$ cat config.mk
export PLATFORM = sky130hd
export DESIGN_NAME = uart_rx
export DESIGN_NICKNAME = d
export VERILOG_FILES = /design/src/rtl/uart_pkg.sv /design/src/rtl/uart_rx_hold.sv /design/src/rtl/uart_rx.sv
export SDC_FILE = /design/constraint.sdc
export NUM_CORES = 1
export LEC_CHECK = 0
export ABC_AREA = 1
export BUFFER_PORTS_ARGS = -buffer_cell sky130_fd_sc_hd__buf_4
export CAP_MARGIN = 20
export CORE_UTILIZATION = 40
export DETAILED_ROUTE_END_ITERATION = 12
export PLACE_DENSITY = 0.67
export REMOVE_ABC_BUFFERS = 1
export SLEW_MARGIN = 10
export SYNTH_ARGS = -nofsm -noshare
export SYNTH_HDL_FRONTEND = slang
export SYNTH_SLANG_ARGS = --single-unit
$ cat constraint.sdc
create_clock -name clock -period 1.51 [get_ports clock]
set_input_delay 0.302 -clock clock [delete_from_list [all_inputs] [get_ports clock]]
set_output_delay 0.302 -clock clock [all_outputs]
set_load 0.01 [all_outputs]
$ cat src/rtl/uart_pkg.sv
// Shared UART definitions: receiver FSM states, default frame timing and counter sizing.
package uart_pkg;

  localparam int CLKS_PER_BIT_DEF = 434;
  localparam int DATA_BITS_DEF    = 8;
  localparam int CNT_W            = 16;

  typedef enum logic [2:0] {
    IDLE,
    START,
    DATA,
    STOP,
    BREAK
  } rx_state_t;

  function automatic logic [CNT_W-1:0] cnt_val(input int v);
    return CNT_W'(v);
  endfunction

endpackage

$ cat src/rtl/uart_rx_hold.sv
// One-entry output holding register: a completed byte is visible the cycle after the stop sample.
// Backpressure: a byte completing while the entry is full and not being read is dropped and flagged.
module uart_rx_hold
  import uart_pkg::*;
#(
  parameter int DATA_BITS = DATA_BITS_DEF
) (
  input  logic                 clock,
  input  logic                 reset,
  input  logic                 load,
  input  logic [DATA_BITS-1:0] load_data,
  input  logic                 ready,
  output logic [DATA_BITS-1:0] data,
  output logic                 valid,
  output logic                 overrun
);

  logic accept;

  assign accept = valid & ready;

  // A read in the same cycle as a load frees the entry, so the new byte wins.
  always_ff @(posedge clock or posedge reset) begin
    if (reset) begin
      data    <= '0;
      valid   <= 1'b0;
      overrun <= 1'b0;
    end else begin
      overrun <= load & valid & ~ready;
      if (load && (!valid || ready)) begin
        data  <= load_data;
        valid <= 1'b1;
      end else if (accept) begin
        valid <= 1'b0;
      end
    end
  end

endmodule

$ cat src/rtl/uart_rx.sv
// Asynchronous serial receiver: 2-flop sync, mid-bit sampling FSM, one-entry valid/ready output.
// Byte appears the cycle after the stop-bit sample; a byte finishing while the output is full is dropped.
module uart_rx
  import uart_pkg::*;
#(
  parameter int CLKS_PER_BIT = CLKS_PER_BIT_DEF,
  parameter int DATA_BITS    = DATA_BITS_DEF
) (
  input  logic                 clock,
  input  logic                 reset,
  input  logic                 rx_serial,
  output logic [DATA_BITS-1:0] data,
  output logic                 valid,
  input  logic                 ready,
  output logic                 framing_err,
  output logic                 overrun,
  output logic                 busy
);

  if (CLKS_PER_BIT < 4 || DATA_BITS < 5 || DATA_BITS > 8) begin : g_param_check
    $error("uart_rx: CLKS_PER_BIT must be >= 4 and DATA_BITS in 5..8");
  end

  localparam logic [CNT_W-1:0] HALF_LAST    = cnt_val(CLKS_PER_BIT / 2 - 1);
  localparam logic [CNT_W-1:0] BIT_LAST     = cnt_val(CLKS_PER_BIT - 1);
  localparam logic [2:0]       BIT_CNT_LAST = 3'(DATA_BITS - 1);

  logic                 rx_meta;
  logic                 rx_s;
  rx_state_t            state;
  rx_state_t            state_nxt;
  logic [CNT_W-1:0]     clk_cnt;
  logic [2:0]           bit_cnt;
  logic [DATA_BITS-1:0] shifter;
  logic                 half_tick;
  logic                 bit_tick;
  logic                 sample_tick;
  logic                 shift_en;
  logic                 frame_done;
  logic                 stop_bad;

  // Synchronizer resets to the idle line level so reset never looks like a start bit.
  always_ff @(posedge clock or posedge reset) begin
    if (reset) begin
      rx_meta <= 1'b1;
      rx_s    <= 1'b1;
    end else begin
      rx_meta <= rx_serial;
      rx_s    <= rx_meta;
    end
  end

  assign half_tick = (clk_cnt == HALF_LAST);
  assign bit_tick  = (clk_cnt == BIT_LAST);

  always_ff @(posedge clock or posedge reset) begin
    if (reset) begin
      state <= IDLE;
    end else begin
      state <= state_nxt;
    end
  end

  always_comb begin
    state_nxt = state;
    unique case (state)
      IDLE:    if (!rx_s) state_nxt = START;
      START:   if (half_tick) state_nxt = rx_s ? IDLE : DATA;
      DATA:    if (bit_tick && bit_cnt == BIT_CNT_LAST) state_nxt = STOP;
      STOP:    if (bit_tick) state_nxt = rx_s ? IDLE : BREAK;
      BREAK:   if (rx_s) state_nxt = IDLE;
      default: state_nxt = IDLE;
    endcase
  end

  always_comb begin
    busy        = (state != IDLE);
    shift_en    = (state == DATA) && bit_tick;
    frame_done  = (state == STOP) && bit_tick && rx_s;
    stop_bad    = (state == STOP) && bit_tick && !rx_s;
    sample_tick = ((state == START) && half_tick) ||
                  (((state == DATA) || (state == STOP)) && bit_tick);
  end

  // The half-bit first sample aligns every later sample to the middle of its bit.
  always_ff @(posedge clock or posedge reset) begin
    if (reset) begin
      clk_cnt <= '0;
    end else if (state == IDLE || state == BREAK || sample_tick) begin
      clk_cnt <= '0;
    end else begin
      clk_cnt <= clk_cnt + 1'b1;
    end
  end

  always_ff @(posedge clock or posedge reset) begin
    if (reset) begin
      bit_cnt <= '0;
    end else if (state != DATA) begin
      bit_cnt <= '0;
    end else if (bit_tick) begin
      bit_cnt <= bit_cnt + 1'b1;
    end
  end

  always_ff @(posedge clock or posedge reset) begin
    if (reset) begin
      shifter <= '0;
    end else if (shift_en) begin
      shifter <= {rx_s, shifter[DATA_BITS-1:1]};
    end
  end

  always_ff @(posedge clock or posedge reset) begin
    if (reset) begin
      framing_err <= 1'b0;
    end else begin
      framing_err <= stop_bad;
    end
  end

  uart_rx_hold #(
    .DATA_BITS (DATA_BITS)
  ) u_hold (
    .clock     (clock),
    .reset     (reset),
    .load      (frame_done),
    .load_data (shifter),
    .ready     (ready),
    .data      (data),
    .valid     (valid),
    .overrun   (overrun)
  );

endmodule
==> results of run 1 <==
==> per-layer routing <==
layer  up-vias  GRT usage, %  wire, um
li1        943             -         -
met1       884          25.3      2160
met2        40          26.2      2090
met3         5          3.97       191
met4         0          4.32        38
met5         -             0         0
==> sequential cells by signal (all words and copies together) (netlist names) <==
signal / flops
bit_cnt: 3
clk_cnt: 16
shifter: 8
rx_meta: 1
rx_s: 1
u_hold.valid: 1
u_hold.overrun: 1
state: 3
u_hold.data: 8
framing_err: 1
==> logic make-up after synthesis <==
| group | share of synthesized area, % |
|---|---|
| AO/OA/AOI/OAI | 1.84 |
| XOR/XNOR | 3.63 |
| adder cells (fa/ha/maj) | 2.88 |
| buffers and inverters | 5.41 |
| flip-flops | 49.7 |
| AND/OR/NAND/NOR | 36.6 |
==> Yosys cell counts, types with 3 or more instances <==
| cell | instances |
|---|---|
| dfrtp_1 | 41 |
| ha_1 | 5 |
| inv_1 | 20 |
| inv_2 | 6 |
| nand2_1 | 84 |
| nand3_1 | 29 |
| nand4_1 | 8 |
| nor2_1 | 42 |
| o21ai_0 | 4 |
| o21ai_1 | 3 |
| xnor2_1 | 3 |
| xor2_1 | 6 |
==> report_power, final <==
| group | internal [W] | total (W) | switching (W) |
|---|---|---|---|
| sequential | 0.00116 | 0.00116 | 0.00000265 |
| combinational | 0.0000120 | 0.0000406 | 0.0000286 |
| clock | 0.000331 | 0.000754 | 0.000423 |
| total | 0.00150 | 0.00195 | 0.000454 |
==> how the worst max path moves through the flow <==
| stage | from | end | slack, ns | depth (start not counted) |
|---|---|---|---|---|
| after floorplan | clk_cnt[1] | shifter[7] | 0.05 | 9 |
| after global placement | clk_cnt[1] | u_hold.data[3] | -0.02 | 8 |
| after detailed placement | clk_cnt[1] | u_hold.data[3] | -0.06 | 8 |
| after CTS | clk_cnt[1] | shifter[5] | 0.0007 | 9 |
| after global routing | clk_cnt[0] | u_hold.data[5] | -0.1 | 7 |
| final | clk_cnt[1] | shifter[5] | 0.01 | 9 |
==> layout make-up <==
class,count,share of cell area (%)
multi-input combinational,199,40.2
sequential,43,39.4
timing repair buffer,33,9.89
inverter,27,3.87
tap,70,3.19
clock buffer,5,2.51
clock inverter,3,0.912
==> critical path: cells and delay by family, from the launching register on <==
kind	cells	cell delay, ns
simple gates	5	0.55
flops	1	0.38
buf+inv	3	0.32
fa+ha+maj	1	0.20
==> timing repair <==
item                                    in CTS  in global routing
gates resized for setup                      4                 36
endpoints found under the setup margin      25                 40
pin swaps                                    2                 12
setup buffers                                0                  6
gates cloned                                 1                  0
==> through the flow <==
step	TNS, ns	util (%)	setup slack (ns)	total power (W)	hold WS (ns)
finish	0	53.1	0.0122	0.00195	0.0234
global placement	-0.0281	47.6	-0.0218	0.00122	0.346
global route	-2.56	53.1	-0.0989	0.00204	0.0324
detailed placement	-0.588	47.6	-0.0567	0.00122	0.347
floorplan	0	-	0.0467	0.00120	0.306
CTS	0	49.8	0.000711	0.00198	0.0309
==> results.cfg, run 1 <==
[synthesis]
netlist-cell-type-count = 26
syn_area_um2 = 2170
synth_top_area_cell = dfrtp_1
seq_area_frac_synth_pct = 49.7
syn_avg_cell_area_um2 = 8.02
synth_top_area_share_pct = 47.2
synthFlopType = dfrtp_1
netlist_instances = 271
async_reset_ff_share_pct = 100
ys_warn_count = 0
synth_edf_count = 0
ys_seq_elements = 43
ys_top_cells_by_area = dfrtp_1 47%, nand2_1 15%, nor2_1 7.3%, nand3_1 6.7%, inv_1 3.5%

[worst_setup_path]
crit_top_cell = nand3_4
startpoint_type = flop
cp.arrival_ns = 1.74
worstSetupEndpointType = flop
worstPathCellList = inv_1 -> ha_2 -> nand3_4 -> nor2_4 -> nand3_4 -> clkinv_4 -> buf_6 -> nand3_1 -> nand2_1
rr_startpoint = clk_cnt[1]
cp_slowest_cell = dfrtp_1
critical_path_class = flop to flop
worstPathRequired_ns = 1.76
r2r_setup_slack_ns = 0.01
worstReg2RegEnd = shifter[5]
cp_slowest_stage_delay_ns = 0.38
r2r_cells = 9
critPathMaxFanout = 6

[sta]
finalClockSkew_ns = 0.00857
clock.fmax_mhz = 668
rsz0062_at_grt = yes
hold_violations = 0
finalCritPeriodShare_pct = 99.2
slew_headroom_pct = 79.6
slew_violations = 0
fin_crit_ns = 1.50
worst_pin_slew_ns = 0.303
setup_viol_count_final = 0

[routing]
first_pass_iters = 4
drc = 0
routed_wl_mm = 4.48
drt-wirelength-per-cell_um = 11.8
ant_nets = 0
drtIter0Drc = 139
routed_via_density = 4.93
vias = 1872

[floorplanning]
floorplan.initialDensity_pct = 42.0
die_height_um = 75.7
num_rows = 26
die-area_um2 = 5730
core_um2 = 5170
pin_count = 16
dieWidth_um = 75.7

[cells_and_area]
final_cell_mix = 77 x nand2_1, 38 x dfrtp_1, 35 x nor2_1
finalNonFillerCells = 380
fin_area_um2 = 2750
diodes = 0
ff_latch_area_um2 = 1080
area_delta_synth_final_pct = 26.4
final_nets = 318
fillers = 495
multi_input_area_um2 = 1100
drive_gt1_share_pct = 29.0
layout_commonest_cell = nand2_1

[power_and_ir_drop]
ir_drop_uv = 369
p_leak_nw = 1.35
powerDensity_nw_per_um2 = 711

[global_route]
antenna_found_initial = 0
overflow = 0
grt_pass1_vias = 1627
grt_pass1_wl_mm = 7.38
grt_max_degree = 44
track_usage_pct = 17.4

[status]
outcome = finished clean

[placement]
gp_congestion = 0.855
hpwl_mm = 2.98
place_inst = 365
io_buffers = 15
place_area_um2 = 2460

[hold_path]
min_path_type = input port to asynchronous set/reset pin

[clock_tree]
cts-hold-fix-buffers = 0
numCtsBuffers = 5
clk_path_buf_depth = 2
cts_root_buffer = clkbuf_8
cts_tree = yes
htree_levels = 2
clock-sinks = 43
cts.clk_slew.worst_paths_ns = 0.09
clk_latency_ns = 0.30

[flow_run]
maxCapViolations = 0
Power figures use the tool's default switching activity.
==> run 2: changes to the inputs <==
--- a/config.mk
+++ b/config.mk
@@ -10,7 +10,7 @@
 export CAP_MARGIN = 20
 export CORE_UTILIZATION = 40
 export DETAILED_ROUTE_END_ITERATION = 12
-export PLACE_DENSITY = 0.67
+export PLACE_DENSITY = 0.65
 export REMOVE_ABC_BUFFERS = 1
 export SLEW_MARGIN = 10
 export SYNTH_ARGS = -nofsm -noshare
==> constraint.sdc (replaced) <==
create_clock -name clock -period 1.9 [get_ports clock]
set_input_delay 0.38 -clock clock [delete_from_list [all_inputs] [get_ports clock]]
set_output_delay 0.38 -clock clock [all_outputs]
set_load 0.01 [all_outputs]
==> run 2 against run 1 <==
Clock skew shrank 0.0025 ns. Hold slack gained 0.051 ns. Combinational power shrank 22%. Count of clock-buffer cells in the layout is the same. Die area is the same. First-iteration DRC count shrank 2.9%. Critical path type is now flop to primary output. Clock power shrank 21%. Total power shrank 21%. Critical endpoint is now busy. Sequential share of layout area grew 4.1 points. Cell area shrank 9.7%. Non-clock buffer count shrank 16.
==> results.cfg, run 2 (synthesis gave the netlist of run 1 again) <==
[routing]
ant_nets = 0
vias = 1743
routed_wl_mm = 4.20
drt-wirelength-per-cell_um = 11.6
routed_via_density = 4.80
drtIter0Drc = 135
drc = 0
first_pass_iters = 4

[sta]
finalClockSkew_ns = 0.00605
fin_tns_setup_ns = 0
slew_violations = 0
fin_crit_ns = 1.69
slew_headroom_pct = 57.9
clock.fmax_mhz = 591
hold_violations = 0
rsz0062_at_grt = no
setup_viol_count_final = 0
worst_pin_slew_ns = 0.628
finalCritPeriodShare_pct = 89.1

[cells_and_area]
fillers = 510
regMostFlops = clk_cnt
area_delta_synth_final_pct = 14.1
diodes = 0
final_cell_mix = 84 x nand2_1, 42 x nor2_1, 41 x dfrtp_1
finalNonFillerCells = 363
largest_registers = clk_cnt x16, shifter x8, u_hold.data x8
largest_reg_flops = 16
multi_input_area_um2 = 976
drive_gt1_share_pct = 15.0
ff_latch_area_um2 = 1080
layout_commonest_cell = nand2_1
final_nets = 301

[global_route]
grt_pass1_vias = 1525
antenna_found_initial = 0
overflow = 0
track_usage_pct = 17.1
grt_max_degree = 30
grt_pass1_wl_mm = 7.19

[worst_setup_path]
worstPathCellList = nor2_1 -> nand2_1 -> buf_4
cp_slowest_stage_delay_ns = 0.46
critPathLaunch = state[0]
startpoint_type = flop
worstSetupEndpointType = primary output
critPathMaxFanout = 7
r2r_cells = 9
r2r_setup_slack_ns = 0.23
cp.arrival_ns = 1.31
rr_startpoint = clk_cnt[1]
critical_path_class = flop to primary output
worstReg2RegEnd = u_hold.data[1]
worstPathRequired_ns = 1.52
cp_slowest_cell = dfrtp_1

[hold_path]
min_path_type = input port to asynchronous set/reset pin

[floorplanning]
die_height_um = 75.7
num_rows = 26
floorplan.initialDensity_pct = 42.0
pin_count = 16
die-area_um2 = 5730
dieWidth_um = 75.7
core_um2 = 5170

[placement]
place_inst = 355
gp_congestion = 0.857
hpwl_mm = 2.93
io_buffers = 15

[clock_tree]
numCtsBuffers = 5
cts.clk_slew.worst_paths_ns = 0.09
cts_tree = yes
cts_root_buffer = clkbuf_8
cts.repair.resized = 0
htree_levels = 2
clk_path_buf_depth = 2
clock-sinks = 43
cts-hold-fix-buffers = 0
post_cts_buffers = 0
clk_latency_ns = 0.30

[status]
outcome = finished clean

[power_and_ir_drop]
p_leak_nw = 1.27
powerDensity_nw_per_um2 = 626
ir_drop_uv = 274

[flow_run]
maxCapViolations = 0
## run 2: cell types whose count changed in the layout (fill, tap and decap cells not counted), moves of 3 or more
| cell | delta |
|---|---|
| dfrtp_2 | -3 |
| nor2_2 | -4 |
| nand3_2 | -6 |
| nand3_1 | +7 |
| nor2_4 | -4 |
| buf_6 | -3 |
| nand2_2 | -7 |
| nand2_1 | +7 |
| dfrtp_1 | +3 |
| nor2_1 | +7 |
| buf_4 | -13 |
## run 2: worst max path at each step
stage | to | slack [ns] | depth (start not counted)
2_1_floorplan | shifter[7] | 0.44 | 9
3_3_place_gp | u_hold.data[5] | 0.23 | 9
3_5_place_dp | u_hold.data[1] | 0.20 | 9
4_1_cts | u_hold.data[1] | 0.19 | 9
5_1_grt | u_hold.data[1] | 0.01 | 9
6_report | busy | 0.21 | 3
## run 2: layout make-up
type	count	share of cell area, %
repair buffers	17	5.65
multi-input cells	198	39.4
flip-flops and latches	43	43.5
inverters	27	4.14
well taps	70	3.53
clock buffers	5	2.78
clock inverters	3	1.01
## run 2: power breakdown
group          switching [W]  internal [W]
sequential        0.00000212      0.000918
combinational      0.0000224    0.00000927
clock               0.000336      0.000263
## run 2: layer usage
layer | vias up | track usage, % | wire length (um)
met4 | 0 | 6.58 | 84
li1 | 899 | - | -
met3 | 9 | 4.23 | 130
met1 | 806 | 25.1 | 2190
met5 | - | 0 | 0
met2 | 29 | 24.0 | 1790
## run 2: stage by stage
stage	util [%]	instance area [um2]	total power (W)	setup WS (ns)	hold WS [ns]
2_1_floorplan	-	2160	0.000955	0.437	0.345
6_report	47.9	2480	0.00155	0.207	0.0740
4_1_cts	47.9	2480	0.00157	0.187	0.0804
3_3_place_gp	46.1	2380	0.000971	0.232	0.346
3_5_place_dp	46.1	2380	0.000971	0.204	0.347
5_1_grt	47.9	2480	0.00161	0.0114	0.108
## run 2: worst max-delay path, delay by kind of cell, from the launching register on
kind	cells	cell delay, ns
flops	1	0.46
simple gates	2	0.39
buf+inv	1	0.16
